===== config.mk =====
export PLATFORM = sky130hd
export DESIGN_NAME = ml_ahb_arb_port_0
export DESIGN_NICKNAME = d
export VERILOG_FILES = /design/src/rtl/ml_ahb_arb_port_0.sv
export SDC_FILE = /design/constraint.sdc
export NUM_CORES = 1
export LEC_CHECK = 0
export BUFFER_PORTS_ARGS = -buffer_cell sky130_fd_sc_hd__buf_2
export CAP_MARGIN = 20
export CORE_MARGIN = 3
export CORE_UTILIZATION = 40
export CTS_BUF_LIST = sky130_fd_sc_hd__clkbuf_8
export CTS_CLUSTER_SIZE = 20
export DETAILED_ROUTE_END_ITERATION = 10
export PLACE_DENSITY = 0.71
export REMOVE_ABC_BUFFERS = 1
export SLEW_MARGIN = 30
export SYNTH_ARGS = -nofsm -noshare
export SYNTH_HDL_FRONTEND = slang
export SYNTH_SLANG_ARGS = --single-unit

===== constraint.sdc =====
create_clock -name HCLK -period 1.7 [get_ports HCLK]
set_clock_uncertainty 0.1 [all_clocks]
set_input_delay 0.17 -clock HCLK [delete_from_list [all_inputs] [get_ports HCLK]]
set_output_delay 0.17 -clock HCLK [all_outputs]
set_load 0.03 [all_outputs]

===== src/rtl/ml_ahb_arb_port_0.sv =====
`default_nettype none
// ============================================================================
// Module      : ml_ahb_arb_port_0
// Description : Two-master arbiter for multilayer AHB slave port 0. Chooses
//               the address-phase owner by priority with round-robin tie
//               break, keeps the grant through bursts and locked sequences,
//               and forces a hand-over once the fairness counter saturates.
//               Also tracks which master owns the data phase.
// Revision    : 1.0 - initial release
// ============================================================================
module ml_ahb_arb_port_0 #(
  parameter int PRIO_W   = 3,
  parameter int RR_EN    = 1,
  parameter int MAX_HOLD = 8
) (
  input  logic                HCLK,
  input  logic                HRESETn,
  input  logic [1:0]          req_i,
  input  logic [1:0]          lock_i,
  input  logic [2*PRIO_W-1:0] prio_i,
  input  logic [1:0]          owner_trans_i,
  input  logic                hready_i,
  output logic [1:0]          grant_o,
  output logic [1:0]          data_sel_o,
  output logic                hmastlock_o,
  output logic [1:0]          wait_o
);

  localparam int                  c_HOLD_W       = $clog2(MAX_HOLD + 1);
  localparam logic [c_HOLD_W-1:0] c_HOLD_MAX     = c_HOLD_W'(MAX_HOLD);
  localparam logic [c_HOLD_W-1:0] c_HOLD_ONE     = c_HOLD_W'(1);
  localparam logic [1:0]          c_TRANS_IDLE   = 2'd0;
  localparam logic [1:0]          c_TRANS_NONSEQ = 2'd2;

  typedef enum logic [1:0] {
    ST_IDLE = 2'd0,
    ST_OWN  = 2'd1,
    ST_LOCK = 2'd2
  } state_t;

  state_t                r_state;
  logic [1:0]            r_grant;
  logic [1:0]            r_data_sel;
  logic [c_HOLD_W-1:0]   r_hold_cnt;
  logic                  r_rr_last;

  logic [PRIO_W-1:0]     w_prio0;
  logic [PRIO_W-1:0]     w_prio1;
  logic                  w_win;
  logic                  w_owner;
  logic                  w_other;
  logic                  w_active;
  logic                  w_owner_lock;
  logic                  w_owner_req;
  logic                  w_other_req;
  logic                  w_hold_full;
  logic                  w_forced;
  logic                  w_ap;
  logic                  w_next_owner;
  logic                  w_stay_locked;
  logic [c_HOLD_W-1:0]   w_hold_next;

  assign w_prio0       = prio_i[PRIO_W-1:0];
  assign w_prio1       = prio_i[2*PRIO_W-1:PRIO_W];

  // The owner index is only meaningful while a grant exists (state != IDLE).
  assign w_owner       = r_grant[1];
  assign w_other       = ~w_owner;
  assign w_active      = owner_trans_i[1];
  assign w_owner_lock  = lock_i[w_owner];
  assign w_owner_req   = req_i[w_owner];
  assign w_other_req   = req_i[w_other];
  assign w_hold_full   = (r_hold_cnt >= c_HOLD_MAX);

  // Fairness expiry hands the port to the waiting master even if it has the
  // worse priority; otherwise the normal winner function decides.
  assign w_forced      = (owner_trans_i == c_TRANS_NONSEQ) && w_hold_full && w_other_req;
  assign w_ap          = (owner_trans_i == c_TRANS_IDLE) || !w_owner_req || w_forced;
  assign w_next_owner  = w_forced ? w_other : w_win;

  // Lock takes precedence over an arbitration point in the same cycle.
  assign w_stay_locked = w_owner_lock && ((r_state == ST_LOCK) || w_active);

  assign w_hold_next   = (w_active && w_other_req && !w_hold_full) ?
                         (r_hold_cnt + c_HOLD_ONE) : r_hold_cnt;

  // Winner: single requester wins, else lower prio, else round-robin / master 0.
  always_comb begin
    w_win = 1'b0;
    if (req_i == 2'b10) begin
      w_win = 1'b1;
    end else if (req_i == 2'b11) begin
      if (w_prio1 < w_prio0) begin
        w_win = 1'b1;
      end else if (w_prio1 == w_prio0) begin
        w_win = (RR_EN != 0) ? ~r_rr_last : 1'b0;
      end
    end
  end

  // Arbitration state, grant, fairness counter and data-phase owner tracking.
  always_ff @(posedge HCLK or negedge HRESETn) begin
    if (!HRESETn) begin
      r_state    <= ST_IDLE;
      r_grant    <= 2'b00;
      r_data_sel <= 2'b00;
      r_hold_cnt <= '0;
      r_rr_last  <= 1'b1;
    end else if (hready_i) begin
      r_data_sel <= w_active ? r_grant : 2'b00;
      case (r_state)
        ST_IDLE: begin
          if (|req_i) begin
            r_state    <= ST_OWN;
            r_grant    <= w_win ? 2'b10 : 2'b01;
            r_rr_last  <= w_win;
            r_hold_cnt <= '0;
          end
        end
        ST_OWN, ST_LOCK: begin
          if (w_stay_locked) begin
            r_state    <= ST_LOCK;
            r_hold_cnt <= w_hold_next;
          end else begin
            r_state <= ST_OWN;
            if (w_ap && (|req_i) && (w_next_owner != w_owner)) begin
              r_grant    <= w_next_owner ? 2'b10 : 2'b01;
              r_rr_last  <= w_next_owner;
              r_hold_cnt <= '0;
            end else begin
              r_hold_cnt <= w_hold_next;
            end
          end
        end
        default: begin
          r_state <= ST_IDLE;
          r_grant <= 2'b00;
        end
      endcase
    end
  end

  assign grant_o     = r_grant;
  assign data_sel_o  = r_data_sel;
  assign hmastlock_o = w_owner_lock & (|r_grant);
  assign wait_o      = req_i & ~r_grant;

endmodule
`default_nettype wire

Word level (Yosys, flattened, before mapping)
Index checks and enable logic that the tools add are counted.

Bits in registers: 11. Bits in latches: 0. Memory bits (writable): 0. Memory bits (read-only): 0. Bits of input ports: 15. Output and inout port bits: 7. Word-level logic and storage cells: 77. Memories: 0.

Add/subtract/negate cells: 1. Multipliers: 0. Div/mod/pow operators: 0. $lt $le $gt $ge: 4. Eq/ne operators: 10. Shifts and indexed selects: 0. Multiplexer cells: 30. Bitwise logic cells: 5. Reduce and logical (&&, ||, !) cells: 22.

Operators with widths (number): two-way mux 2 bit (8); two-way mux 4 bit (4); two-way mux 1 bit (14); == test 2 bit, second input constant (4); one-hot mux 2 bit (2 select lines) (2); one-hot mux 4 bit (2 select lines) (1); logical AND 1 bit (7); != test 2 bit, second input constant (3); OR reduction 2 bit (3); AND reduction 5 bit (1); adder 4 x 1 -> 4 bit, second input constant (1); >= comparator 4 bit, second input constant (1); zero test 2 bit (2); < comparator 1 x 2 -> 1 bit, second input constant (2); AND reduction 4 bit (1); == test 3 bit (1); logical OR 1 bit (3); < comparator 3 bit (1); AND reduction 3 bit (1); AND 2 bit (1); == test 2 x 1 -> 1 bit, second input constant (1); zero test 1 bit (2); inverter 1 bit (2); inverter 2 bit (1); other kinds (5) (5).

Depth between registers and ports, before layout
Word-level depth: 11. Gate-level depth with buffers: 8. Depth with buffers taken out: 8.

Least setup slack after synthesis
Ideal clock, no wire load.

Path type: reg2reg. From: register r_grant[1], in the netlist grant_o[1]. To: register r_grant[0], in the netlist grant_o[0]. Library setup time: 0.128 ns. Arrival: 1.780 ns. Data required time: 1.472 ns. Slack: -0.308 ns. Cell stages (with the launch flop): 8. Path buffers: 1. Clock period less this slack: 2.008 ns. Cell sequence: dfrtp_1 buf_6 and2_4 o22ai_2 o311a_1 o221ai_2 a21oi_2 mux2_1.

Longest elaborated chain between the ends: 9. Elaborated cells on any way between the ends: 23. Classes of those cells: eq/ne: 3; mux: 11; bitwise: 1; reduce/logical: 8.

RTL lines: from (decl) (line 42) `logic [1:0] r_grant;`; from (signal assigned) (line 115) `r_grant <= w_win ? 2'b10 : 2'b01;`; from (signal assigned) (line 127) `r_grant <= w_next_owner ? 2'b10 : 2'b01;`; branches (longest 9 deep; another with two-way mux 2 bit).

Several ways; the timed one is not identified. The select of a mux whose other input is x is not followed. A chain may end at the register's enable or synchronous reset.

Worst setup path in the final report
Same ends and word-level chain as after synthesis.

==> impl_results.md <==
* Clock slew at reported path FFs at about 50 ps
* Final core occ at between 60% and 70%
* TritonCTS Buffers at 3
* Setup crit end kind: register
* TritonRoute pass-1 iters at 4
* Highest-count cells in the layout ignoring fill and taps: buf_4, buf_2, inv_1
* Synth Warn # at 0
* Asr flop ratio synth at 100.0%
* GPL Wtd Cong at 0.8039
* Startpoint Class: register
* Initial Utilization at 43.69%
* Chip Width at 53.00 microns
* Antenna violations before repair at 0
* HPWL Detailed at 1.645 mm
* Clk_lat worst skew at roughly 240 ps
* CP Cell Sequence: and2b_1 -> o22ai_2 -> o311a_1 -> o221ai_4 -> a21oi_4 -> mux2_4
* Crit path DAT at 1890 ps
* Full die area at 2808 sq um
* Core box area at 2022 sq um
* Mapped cell area at 883.3 sq um
* Depth of the CTS H-tree at 1
* ANT cells at 0
* Syn Inst Count at 97
* Worst setup margin at -169.9 ps
* Final Hold Fails at 0
* Vias in the first global route at between 900 and 1k
* Final setup viols at 7
* Commonest non-fill, non-tap cell in the layout: buf_4
* Register area share after synthesis at 31.30%
* Total grt overflow at 0
* Status: finished, violations left
* CP Class: register to register
* Number of synthesized flops with an enable pin at 0
* WL final at 2.244 mm
* Proportion of layout cells with a drive suffix above 1 at 49.66%
* RSZ-0062 raised after global routing: yes
* Top FF cell, synth: dfrtp_1
* I/O Buffers at 21
* FP Rows at 16
* GRT Overall Usage at 18.35%
* CP max stage delay at 410 ps
* HP Class: input pin to register
* Remaining DRCs at 0
* Crit path max fanout at 6
* Io pins at 22
* VDD IR max at about 0.0011 V
* Synth unique cells at 42
* CTS tree: yes
* Maximum clock path buffer count at 2
* Dpl ws at -358.4 ps
* Final nets at between 150 and 200
* Die height at 53.00 microns
* Final min period at 1870 ps
* First-pass GRT wire length at 3.788 mm
* Final Max Tran Viols at 0
* Root buffer cell: clkbuf_8
* Failing checks: setup timing
* Largest net degree at the start of global routing at 12
* CTS sink cnt at 11
* Avg WL per Cell at 13.05 microns
* Via density at roughly 5
* Tcrit/Tclk final at 110.0%
* Slowest-stage cell, CP: dfrtp_2
* Leak at 0.6591 nW
* Synth-to-layout area growth at 48.02%
* Routed Antenna Nets at 0
* Fin area at 1308 sq um
* Vias at 886
* Setup TNS at -749.0 ps
* Critical path required time at 1720 ps
* Register bit count reported by yosys at 11
* Pwr Density at 1478 nW/um^2
* F_max at roughly 530 MHz
* Mean area per synthesized cell at 9.107 sq um
* Placed Area at 1161 sq um
* Maximum Capacitance Violations at 0
* Worst Tran Pin Value at 298.7 ps
* Max_slew headroom at 79.83%
* DRT iter0 DRCs at 4
-- critical path, delay by kind of cell (launching register included) --
kind / cells / cell delay, ps
AO/OA/AOI/OAI: 4 / 720
flip-flops: 1 / 410
multiplexers: 1 / 310
AND/OR/NAND/NOR: 1 / 210
-- metal layers --
metal / share of wire [%] / vias up / GRT usage (%)
li1: - / 439 / -
met1: 44 / 419 / 21.76
met2: 50 / 23 / 32.64
met3: 4.7 / 5 / 2.535
met4: 1.7 / 0 / 7.660
met5: 0 / - / 0
-- repair_timing --
| item | 4_1_cts | 5_1_grt |
|---|---|---|
| endpoints found under the hold margin | 11 | 0 |
| gates resized for setup | 12 | 6 |
| setup endpoints to repair | 7 | 7 |
| pin swaps | 11 | 0 |
| hold buffers | 1 | 0 |
| setup buffers | 3 | 0 |
-- power by group --
group	switching [W]	internal, W
Combinational	0.000622	0.000597
Clock	0.000102	0.000159
Sequential	0.0000882	0.000364
-- synthesized netlist by cell type, types with 2 or more instances --
master | n | share of area, %
nand3b_1 | 2 | 1.7
ha_1 | 8 | 11
nor2_1 | 10 | 4.2
inv_1 | 13 | 5.5
a31oi_1 | 2 | 1.4
nand3_1 | 4 | 2.3
mux2_4 | 2 | 3.4
o21ai_0 | 3 | 1.7
nand2_1 | 6 | 2.5
mux2_1 | 2 | 2.5
dfrtp_1 | 10 | 28
a21oi_1 | 5 | 2.8
-- final cells by class --
cell class                      count  area [sq um]
Tap cell                           27         33.78
Sequential cell                    11         277.8
Clock inverter                      1         3.754
Fill cell                         176         714.4
Timing Repair Buffer               45         287.8
Multi-Input combinational cell     72         614.3
Clock buffer                        3         41.29
Inverter                           13         48.80
-- final timing paths --
path	startpoint	endpoint	slack, ps	cells past startpoint
worst max-delay path	grant_o[1]$_DFFE_PN0P_	grant_o[0]$_DFFE_PN0P_	-170	6
worst min-delay path	hready_i	data_sel_o[1]$_DFFE_PN0P_	130	2
worst max register to register	grant_o[1]$_DFFE_PN0P_	grant_o[0]$_DFFE_PN0P_	-170	6
worst min register to register	data_sel_o[0]$_DFFE_PN0P_	data_sel_o[0]$_DFFE_PN0P_	440	2
max in group asynchronous	HRESETn	r_rr_last$_DFFE_PN1P_	1010	2
min in group asynchronous	HRESETn	r_hold_cnt[3]$_DFFE_PN0P_	230	2
-- metrics by stage --
step	power, W	instances	hold WS, ps
floorplan	0.001047	96	-225.6
global placement	0.001443	164	-45.00
detailed placement	0.001469	164	-42.20
CTS	0.001889	172	121.9
global route	0.002085	172	120.3
finish	0.001932	172	128.5
-- cells by family after synthesis --
logic type | count (synthesis) | synth area share [%]
buffers and inverters | 14 | 6.799
DFF | 11 | 31.30
and+or+nand+nor | 31 | 18.42
adders and majority gates | 8 | 11.33
AOI/OAI and AO/OA | 27 | 24.08
muxes | 5 | 7.082
xor gates and xnor gates | 1 | 0.9917
-- registers in the layout, summed over array words and instances (netlist names) --
name        flops
grant_o         2
r_hold_cnt      4
r_rr_last       1
r_state         2
data_sel_o      2
Power figures use the tool's default switching activity.
